## src/rtl/sd_pkg.sv

```systemverilog
// Shared types, constants and helpers for the 8b/10b receive comma aligner.
package sd_pkg;

  localparam int SD_SYM_W  = 10;
  localparam int SD_ONES_W = $clog2(SD_SYM_W + 1);

  localparam logic [SD_SYM_W-1:0] K28_5_RDN = 10'b0011111010;
  localparam logic [SD_SYM_W-1:0] K28_5_RDP = 10'b1100000101;

  typedef enum logic [1:0] {HUNT, SYNC, LOCKED} sd_state_e;

  function automatic logic [SD_ONES_W-1:0] ones_cnt(input logic [SD_SYM_W-1:0] sym);
    logic [SD_ONES_W-1:0] n;
    n = '0;
    for (int i = 0; i < SD_SYM_W; i++) n = n + SD_ONES_W'(sym[i]);
    return n;
  endfunction

endpackage

```

## src/rtl/sd_disp_check.sv

```systemverilog
// Running-disparity tracker for emitted 10b symbols; flags symbols whose
// ones-count is illegal for the current running disparity.
module sd_disp_check
  import sd_pkg::*;
(
  input  logic                i_Clk,
  input  logic                i_Rst_n,
  input  logic                i_Chk,
  input  logic                i_Acq,
  input  logic [SD_SYM_W-1:0] i_Sym,
  output logic                o_Err
);

  logic                 rd_pos_q, rd_pos_d;
  logic [SD_ONES_W-1:0] ones;
  logic                 unbalanced;

  always_comb begin
    ones       = ones_cnt(i_Sym);
    unbalanced = (ones == SD_ONES_W'(4)) || (ones == SD_ONES_W'(6));
    o_Err      = i_Chk && !((ones == SD_ONES_W'(5)) ||
                            ((ones == SD_ONES_W'(6)) && !rd_pos_q) ||
                            ((ones == SD_ONES_W'(4)) &&  rd_pos_q));
    rd_pos_d   = rd_pos_q;
    // Acquisition seeds RD from the comma itself: 6 ones leaves the line positive.
    if (i_Acq)                    rd_pos_d = (ones == SD_ONES_W'(6));
    else if (i_Chk && unbalanced) rd_pos_d = ~rd_pos_q;
  end

  always_ff @(posedge i_Clk or negedge i_Rst_n) begin
    if (!i_Rst_n) rd_pos_q <= 1'b0;
    else          rd_pos_q <= rd_pos_d;
  end

endmodule

```

## src/rtl/sd_comma_aligner.sv

```systemverilog
// Serial-to-10b symbol aligner: hunts for K28.5, locks symbol phase, drops lock
// on repeated misalignment. Define SD_RD_CHECK_EN to add running-disparity checking.
module sd_comma_aligner
  import sd_pkg::*;
#(
  parameter int               SYM_W    = SD_SYM_W,
  parameter logic [SYM_W-1:0] COMMA    = K28_5_RDN,
  parameter int               LOCK_CNT = 3,
  parameter int               LOSS_CNT = 4
) (
  input  logic             i_Clk,
  input  logic             i_Rst_n,
  input  logic             i_Bit,
  input  logic             i_Bit_Valid,
  output logic [SYM_W-1:0] o_Sym,
  output logic             o_Sym_Valid,
  output logic             o_Is_Comma,
  output logic             o_Lock,
  output logic             o_Realign,
  output logic             o_Disp_Err
);

  localparam int PH_W = $clog2(SYM_W);
  localparam int CC_W = $clog2(LOCK_CNT + 1);
  localparam int EC_W = $clog2(LOSS_CNT + 1);

  sd_state_e        state_q, state_d;
  logic [SYM_W-2:0] sr_q, sr_d;
  logic [PH_W-1:0]  ph_q, ph_d;
  logic [CC_W-1:0]  comma_cnt_q, comma_cnt_d;
  logic [EC_W-1:0]  err_cnt_q, err_cnt_d;

  logic [SYM_W-1:0] sym_q;
  logic             sym_valid_q, is_comma_q, lock_q, realign_q, disp_err_q;

  logic [SYM_W-1:0] win;
  logic             match, boundary, emit, acq, realign, disp_err;

  always_comb begin
    win      = {sr_q, i_Bit};
    match    = (win == COMMA) || (win == ~COMMA);
    boundary = (ph_q == PH_W'(SYM_W - 1));
    acq      = i_Bit_Valid && (state_q == HUNT) && match;
    realign  = acq || (i_Bit_Valid && (state_q == SYNC) && !boundary && match);
    unique case (state_q)
      HUNT:    emit = i_Bit_Valid && match;
      SYNC:    emit = i_Bit_Valid && (boundary || match);
      LOCKED:  emit = i_Bit_Valid && boundary;
      default: emit = 1'b0;
    endcase
  end

`ifdef SD_RD_CHECK_EN
  logic chk;
  assign chk = emit && !acq;

  sd_disp_check u_disp_check (
    .i_Clk   (i_Clk),
    .i_Rst_n (i_Rst_n),
    .i_Chk   (chk),
    .i_Acq   (acq),
    .i_Sym   (win),
    .o_Err   (disp_err)
  );
`else
  assign disp_err = 1'b0;
`endif

  always_comb begin
    // NOTE: every next-state signal takes its held value first, so no path infers a latch.
    state_d     = state_q;
    sr_d        = sr_q;
    ph_d        = ph_q;
    comma_cnt_d = comma_cnt_q;
    err_cnt_d   = err_cnt_q;
    if (i_Bit_Valid) begin
      sr_d = win[SYM_W-2:0];
      ph_d = boundary ? '0 : ph_q + 1'b1;
      unique case (state_q)
        HUNT: begin
          if (match) begin
            ph_d        = '0;
            comma_cnt_d = CC_W'(1);
            state_d     = SYNC;
          end
        end
        SYNC: begin
          if (boundary && match) begin
            if (comma_cnt_q != CC_W'(LOCK_CNT)) comma_cnt_d = comma_cnt_q + 1'b1;
            if (comma_cnt_d == CC_W'(LOCK_CNT)) begin
              state_d   = LOCKED;
              err_cnt_d = '0;
            end
          end else if (match) begin
            ph_d        = '0;
            comma_cnt_d = CC_W'(1);
          end
        end
        LOCKED: begin
          // Misaligned commas only count as errors here; phase is never moved while locked.
          if (boundary && match) err_cnt_d = '0;
          else if ((match || disp_err) && (err_cnt_q != EC_W'(LOSS_CNT)))
            err_cnt_d = err_cnt_q + 1'b1;
          if (err_cnt_d == EC_W'(LOSS_CNT)) state_d = HUNT;
        end
        default: state_d = HUNT;
      endcase
    end
  end

  always_ff @(posedge i_Clk or negedge i_Rst_n) begin
    if (!i_Rst_n) begin
      state_q     <= HUNT;
      sr_q        <= '0;
      ph_q        <= '0;
      comma_cnt_q <= '0;
      err_cnt_q   <= '0;
      sym_q       <= '0;
      sym_valid_q <= 1'b0;
      is_comma_q  <= 1'b0;
      lock_q      <= 1'b0;
      realign_q   <= 1'b0;
      disp_err_q  <= 1'b0;
    end else begin
      // NOTE: non-blocking assignments keep all registers updating from pre-edge values.
      state_q     <= state_d;
      sr_q        <= sr_d;
      ph_q        <= ph_d;
      comma_cnt_q <= comma_cnt_d;
      err_cnt_q   <= err_cnt_d;
      sym_valid_q <= emit;
      is_comma_q  <= emit && match;
      lock_q      <= (state_d == LOCKED);
      realign_q   <= realign;
      disp_err_q  <= disp_err;
      if (emit) sym_q <= win;
    end
  end

  assign o_Sym       = sym_q;
  assign o_Sym_Valid = sym_valid_q;
  assign o_Is_Comma  = is_comma_q;
  assign o_Lock      = lock_q;
  assign o_Realign   = realign_q;
  assign o_Disp_Err  = disp_err_q;

endmodule

```

## config.mk

```make
export PLATFORM = sky130hd
export DESIGN_NAME = sd_comma_aligner
export DESIGN_NICKNAME = d
export VERILOG_FILES = /design/src/rtl/sd_pkg.sv /design/src/rtl/sd_disp_check.sv /design/src/rtl/sd_comma_aligner.sv
export SDC_FILE = /design/constraint.sdc
export NUM_CORES = 1
export LEC_CHECK = 0
export ABC_AREA = 1
export BUFFER_PORTS_ARGS = -buffer_cell sky130_fd_sc_hd__buf_2
export CAP_MARGIN = 40
export CELL_PAD_IN_SITES_DETAIL_PLACEMENT = 2
export CELL_PAD_IN_SITES_GLOBAL_PLACEMENT = 2
export CORE_MARGIN = 2
export CORE_UTILIZATION = 34
export CTS_CLUSTER_SIZE = 12
export DETAILED_ROUTE_END_ITERATION = 7
export GPL_TIMING_DRIVEN = 0
export PLACE_DENSITY_LB_ADDON = 0.2
export REMOVE_ABC_BUFFERS = 1
export SETUP_SLACK_MARGIN = 0.2
export SYNTH_ARGS = -nofsm -noshare
export SYNTH_HDL_FRONTEND = slang
export SYNTH_SLANG_ARGS = --single-unit
```

## constraint.sdc

```tcl
create_clock -name i_Clk -period 2.15 [get_ports i_Clk]
set_clock_uncertainty 0.15 [all_clocks]
set_input_delay 0.43 -clock i_Clk [delete_from_list [all_inputs] [get_ports i_Clk]]
set_output_delay 0.43 -clock i_Clk [all_outputs]
set_load 0.01 [all_outputs]
```

[Word level (Yosys, flattened, before mapping)]
Cells that the tools add are included.
Word-level totals
  register bits after elaboration: 34
  output and inout port bits: 15
Cells by class
  $add $sub $neg: 3
  eq/ne operators: 12
  muxes and demuxes: 25
  reduce and logical (&&, ||, !) cells: 20
Operators with widths (count)
  2-to-1 mux 2 bit: 11
  2-to-1 mux 3 bit: 6
  2-to-1 mux 4 bit: 3
  logical AND 1 bit: 11
  == test 10 bit, second input constant: 1
  == test 10 x 8 -> 1 bit, second input constant: 1
  case mux 4 bit (2 select lines): 1
  == test 2 bit, second input constant: 3
  case mux 2 bit (3 select lines): 1
  case mux 3 bit (2 select lines): 1
  adder 4 x 1 -> 4 bit, second input constant: 1
  == test 4 bit, second input constant: 1
  inequality test 2 x 1 -> 1 bit, second input constant: 2
  case mux 2 bit (2 select lines): 1
  AND reduction 4 bit: 1
  nonzero test 2 bit: 2
  adder 3 x 1 -> 3 bit, second input constant: 1
  == test 3 bit, second input constant: 1
  logical OR 1 bit: 3
  inequality test 3 bit, second input constant: 1
  case mux 1 bit (3 select lines): 1
  adder 2 x 1 -> 2 bit, second input constant: 1
  == test 2 x 1 -> 1 bit, second input constant: 1
  logical NOT 2 bit: 1
  other kinds (3): 3

[Logic depth before layout (Yosys ltp)]
  word-level depth: 12
  depth in mapped cells: 14
  depth with buffers taken out: 14

[Worst setup path after synthesis]
No wires, ideal clock.
  path type: reg-to-reg
  from: register ph_q[1]
  to: register state_q[1]
  data arrival time: 1.410 ns
  required time: 1.880 ns
  setup slack: 0.471 ns
  cell stages (with the launch flop): 12
  buffers on the path: 0
  clock period less this slack: 1.679 ns
  cells stage by stage: dfrtp_1 -> inv_1 -> ha_1 -> nand3_1 -> inv_1 -> nand2_4 -> nand3_2 -> nand2_2 -> o21bai_2 -> nand2_1 -> a21oi_2 -> inv_1
On the way
  word-level cells in the longest chain between the ends: 9
  elaborated cells on any way between the ends: 10
Ends and longest elaborated chain
  start: declaration: line sd_comma_aligner.sv:29  | logic [PH_W-1:0] ph_q, ph_d;
  start signal: assignment: line sd_comma_aligner.sv:128  | ph_q <= ph_d;
  == test 4 bit *: line sd_comma_aligner.sv:42  | boundary = (ph_q == PH_W'(SYM_W - 1));
  logical AND 1 bit *: line sd_comma_aligner.sv:88, sd_comma_aligner.sv:101
  2-to-1 mux 3 bit: line sd_comma_aligner.sv:101  | if (boundary && match) err_cnt_d = '0;
  2-to-1 mux 3 bit: line sd_comma_aligner.sv:79  | unique case (state_q)
  2-to-1 mux 3 bit: line sd_comma_aligner.sv:76  | if (i_Bit_Valid) begin
  == test 3 bit: line sd_comma_aligner.sv:104  | if (err_cnt_d == EC_W'(LOSS_CNT)) state_d = HUNT;
  2-to-1 mux 2 bit: line sd_comma_aligner.sv:104
  case mux 2 bit (3 select lines) *: line sd_comma_aligner.sv:79
  2-to-1 mux 2 bit *: line sd_comma_aligner.sv:76
  via state_d[1]: line sd_comma_aligner.sv:27  | sd_state_e state_q, state_d;
  end signal: assignment: line sd_comma_aligner.sv:126  | state_q <= state_d;
  end: declaration: line sd_comma_aligner.sv:27
Mark *: on every way through the listed nets, which the timed path passes. The rest lies on a longest branch. The select of a mux whose other input is x is not followed.
A chain may end at the register's enable or synchronous reset.

[Final worst setup path]
  from: register sr_q[3]
  to: register lock_q, in the netlist o_Lock
On the way
  word-level cells in the longest chain between the ends: 12
  elaborated cells on any way between the ends: 16
Ends and longest elaborated chain
  start: declaration: line sd_comma_aligner.sv:28  | logic [SYM_W-2:0] sr_q, sr_d;
  start signal: assignment: line sd_comma_aligner.sv:127  | sr_q <= sr_d;
  == test 10 x 8 -> 1 bit or == test 10 bit (tied branches): line sd_comma_aligner.sv:41  | match = (win == COMMA) || (win == ~COMMA);
  logical OR 1 bit *: line sd_comma_aligner.sv:41
  logical AND 1 bit: line sd_comma_aligner.sv:102  | else if ((match || disp_err) && (err_cnt_q != EC_W'(LOSS_CNT)))
  2-to-1 mux 3 bit: line sd_comma_aligner.sv:102
  2-to-1 mux 3 bit: line sd_comma_aligner.sv:101
  2-to-1 mux 3 bit: line sd_comma_aligner.sv:79
  2-to-1 mux 3 bit: line sd_comma_aligner.sv:76
  == test 3 bit: line sd_comma_aligner.sv:104
  2-to-1 mux 2 bit: line sd_comma_aligner.sv:104
  case mux 2 bit (3 select lines) *: line sd_comma_aligner.sv:79
  2-to-1 mux 2 bit *: line sd_comma_aligner.sv:76
  == test 2 bit *: line sd_comma_aligner.sv:133  | lock_q <= (state_d == LOCKED);
  end signal: assignment: line sd_comma_aligner.sv:133
  end: declaration: line sd_comma_aligner.sv:34  | logic sym_valid_q, is_comma_q, lock_q, realign_q, disp_err_q;
Mark *: on every way between the ends. The rest lies on a longest branch, timed or not. The select of a mux whose other input is x is not followed.

==> reports/qor.txt <==
Top delay family on crit path: simple AND/OR/NAND/NOR gates
Reg2reg setup slack: 0.18 ns
# clock sinks: 34
WS Path Type: flip-flop to flip-flop
CTS tree: built
Worst-skew pair later-pin latency: 0.29 ns
Power Dens Cells: 1010 mW/mm2
RSZ-0062 raised after global routing: yes
# hold bufs at CTS: 0
R2r endpoint: o_Lock
Syn Inst Count: 213
Most frequent cells in the layout: nand2_1 (52), dfrtp_1 (34), inv_1 (27)
IO Port Bufs: 17
Share of layout cells above drive strength 1: 0.306
Vias per cell: 4.81
Startpoint Class: flip-flop
Core ar.: 0.00507 mm2
RR Startpoint: sr_q[3]
R2R depth: 12
CP Buf/Inv Count: 0
Layout fillers: 592
HP Class: input pin to async pin
Fin Setup TNS: 0 ns
Starting Density: 0.349
Commonest non-fill, non-tap cell in the layout: nand2_1
TritonCTS buffer count: 5
Diodes inserted: 0
WL/cell: 16.2 um
Root buffer cell: clkbuf_8
Yosys cell types: 28
Highest net fanout along the worst path: 6
Die area: 0.00580 mm2
Worst-case vdd ir drop: 0.000350 V
Residual DRC: 0
CP cell instances: nor2_1 -> nand2_1 -> nor2_1 -> nand2_1 -> nand2_4 -> nand3_2 -> nand3_2 -> nand2_2 -> o21bai_4 -> nand2_2 -> a21oi_4 -> nor2_2
Number of global-route vias before repair: 1,588
Std-Cell Rows: 26
Synth Register Bits: 34
Tot GR Track Use: 0.160
Register area share after synthesis: 0.481
Routed vias: 1,549
Global placer's final weighted congestion: 0.776
DR iter-0 viols: 42
Post-Syn Area: 0.00177 mm2
Largest net degree at the start of global routing: 35
Post-DRT Antenna Nets: 0
First-pass GRT wire length: 7.34 mm
Placed cells: 294
Ratio of final minimum period to clock period: 0.919
CP max stage cell: dfrtp_1
WP data required: 2.19 ns
Max Slew Vio Count: 0
Detailed Routing Iterations Pass 1: 4
Final Setup Violations: 0
Max Clock Freq: 0.506 GHz
Post-DP HPWL: 3.01 mm
Final hold vios: 0
Area grow syn2layout: 27.6%
Clk slew on worst S/H paths: 0.07 ns
Final non-filler cell total: 322
Syn_area_per_cell: 8.31 um2
Worst setup EP type: flip-flop
Longest Clk Path Bufs: 2
Drt total wl: 5.21 mm
CTS H-tree lvls: 2
MaxCap Viol Count: 0
YS warnings: 0
CP peak stage delay: 0.42 ns
Io pins: 19
Die H: 76.2 um
CP arrival: 2.01 ns
Min Tclk post-route: 1.97 ns
Final net count: 263
Slew @ Worst Pin: 0.788 ns
Status: completed
Relative slew margins: 0.475
Initial antenna violation count: 0
Total grt overflow: 0
Leakage: 0.00116 uW
Chip width: 76.2 um
==> kinds of logic (layout without fill, tap and decap cells) <==
group | count (synthesis) | count (layout) | share of synthesized area
flip-flops | 34 | 34 | 0.481
AO/OA/AOI/OAI | 35 | 35 | 0.112
XOR/XNOR | 2 | 2 | 0.00990
AND/OR/NAND/NOR | 94 | 97 | 0.252
buffers and inverters | 39 | 75 | 0.0869
adder cells (fa/ha/maj) | 8 | 8 | 0.0565
other | 1 | 1 | 0.00212
==> cell usage after synthesis <==
library cell / count / area share
a21oi_1: 3 / 0.0085
a21oi_2: 1 / 0.0049
a31oi_1: 1 / 0.0035
buf_2: 3 / 0.0085
buf_4: 1 / 0.0042
clkbuf_1: 2 / 0.0042
conb_1: 1 / 0.0021
dfrtp_1: 34 / 0.48
ha_1: 8 / 0.057
inv_1: 29 / 0.061
inv_2: 4 / 0.0085
nand2_1: 56 / 0.12
nand2_2: 3 / 0.011
nand2_4: 2 / 0.013
nand3_1: 7 / 0.020
nand3_2: 4 / 0.023
nand4_1: 2 / 0.0071
nor2_1: 13 / 0.028
nor2_2: 4 / 0.014
nor2_4: 1 / 0.0064
nor3_4: 1 / 0.0092
o2111ai_1: 1 / 0.0049
o21ai_0: 15 / 0.042
o21ai_1: 7 / 0.020
o21bai_2: 1 / 0.0064
o22ai_1: 6 / 0.021
or2_1: 1 / 0.0035
xor2_1: 2 / 0.0099
==> how the worst max path moves through the flow <==
stage / end / from / depth (start not counted) / slack, ns
floorplan: o_Sym[8] / ph_q[1] / 9 / 0.35
global placement: o_Sym[8] / i_Bit_Valid / 7 / -0.30
detailed placement: o_Sym[9] / i_Bit_Valid / 6 / -0.30
CTS: o_Sym[0] / ph_q[1] / 10 / 0.20
global route: err_cnt_q[0] / sr_q[3] / 11 / 0.01
finish: o_Lock / sr_q[3] / 12 / 0.18
==> stage by stage <==
step | area [um2] | hold WS (ns) | total power (uW) | worst slack [ns] | utilization
floorplan | 1740 | -0.0156 | 1360 | 0.348 | -
global placement | 1910 | 0.310 | 1550 | -0.295 | 0.377
detailed placement | 1910 | 0.318 | 1590 | -0.302 | 0.377
CTS | 2020 | 0.0957 | 2110 | 0.203 | 0.398
global route | 2260 | 0.123 | 2450 | 0.0120 | 0.445
finish | 2260 | 0.0666 | 2270 | 0.175 | 0.445
==> final cells by class <==
class,instances,area (um2),share of cell area
repair buffers,34,228,0.101
flip-flops and latches,34,851,0.377
clock buffers,7,86.3,0.0382
clock inverters,1,5.00,0.00222
inverters,33,126,0.0560
well taps,70,87.6,0.0388
multi-input cells,143,875,0.387
==> registers in the layout, summed over array words and instances, names as in the netlist, 2 cells and up <==
register     flops
comma_cnt_q      2
err_cnt_q        3
o_Sym           10
ph_q             4
sr_q             9
state_q          2
==> what timing repair did <==
action | in CTS | in global routing
gates cloned | 0 | 3
setup buffers | 1 | 16
setup endpoints to repair | 17 | 18
gates resized for setup | 4 | 19
pin swaps | 0 | 13
==> metal layers <==
layer | global-route usage | vias to the layer above | share of wire
met1 | 0.190 | 777 | 0.44
met2 | 0.276 | 18 | 0.52
li1 | - | 746 | -
met3 | 0.0450 | 8 | 0.029
met4 | 0.0600 | 0 | 0.013
met5 | 0 | - | 0
==> report_power, final <==
part | switching, uW | leakage [uW] | internal (uW)
Sequential | 122 | 0.000429 | 807
Combinational | 494 | 0.000678 | 350
Clock | 241 | 0.0000482 | 258
No activity file was read; power rests on OpenSTA's default activity.
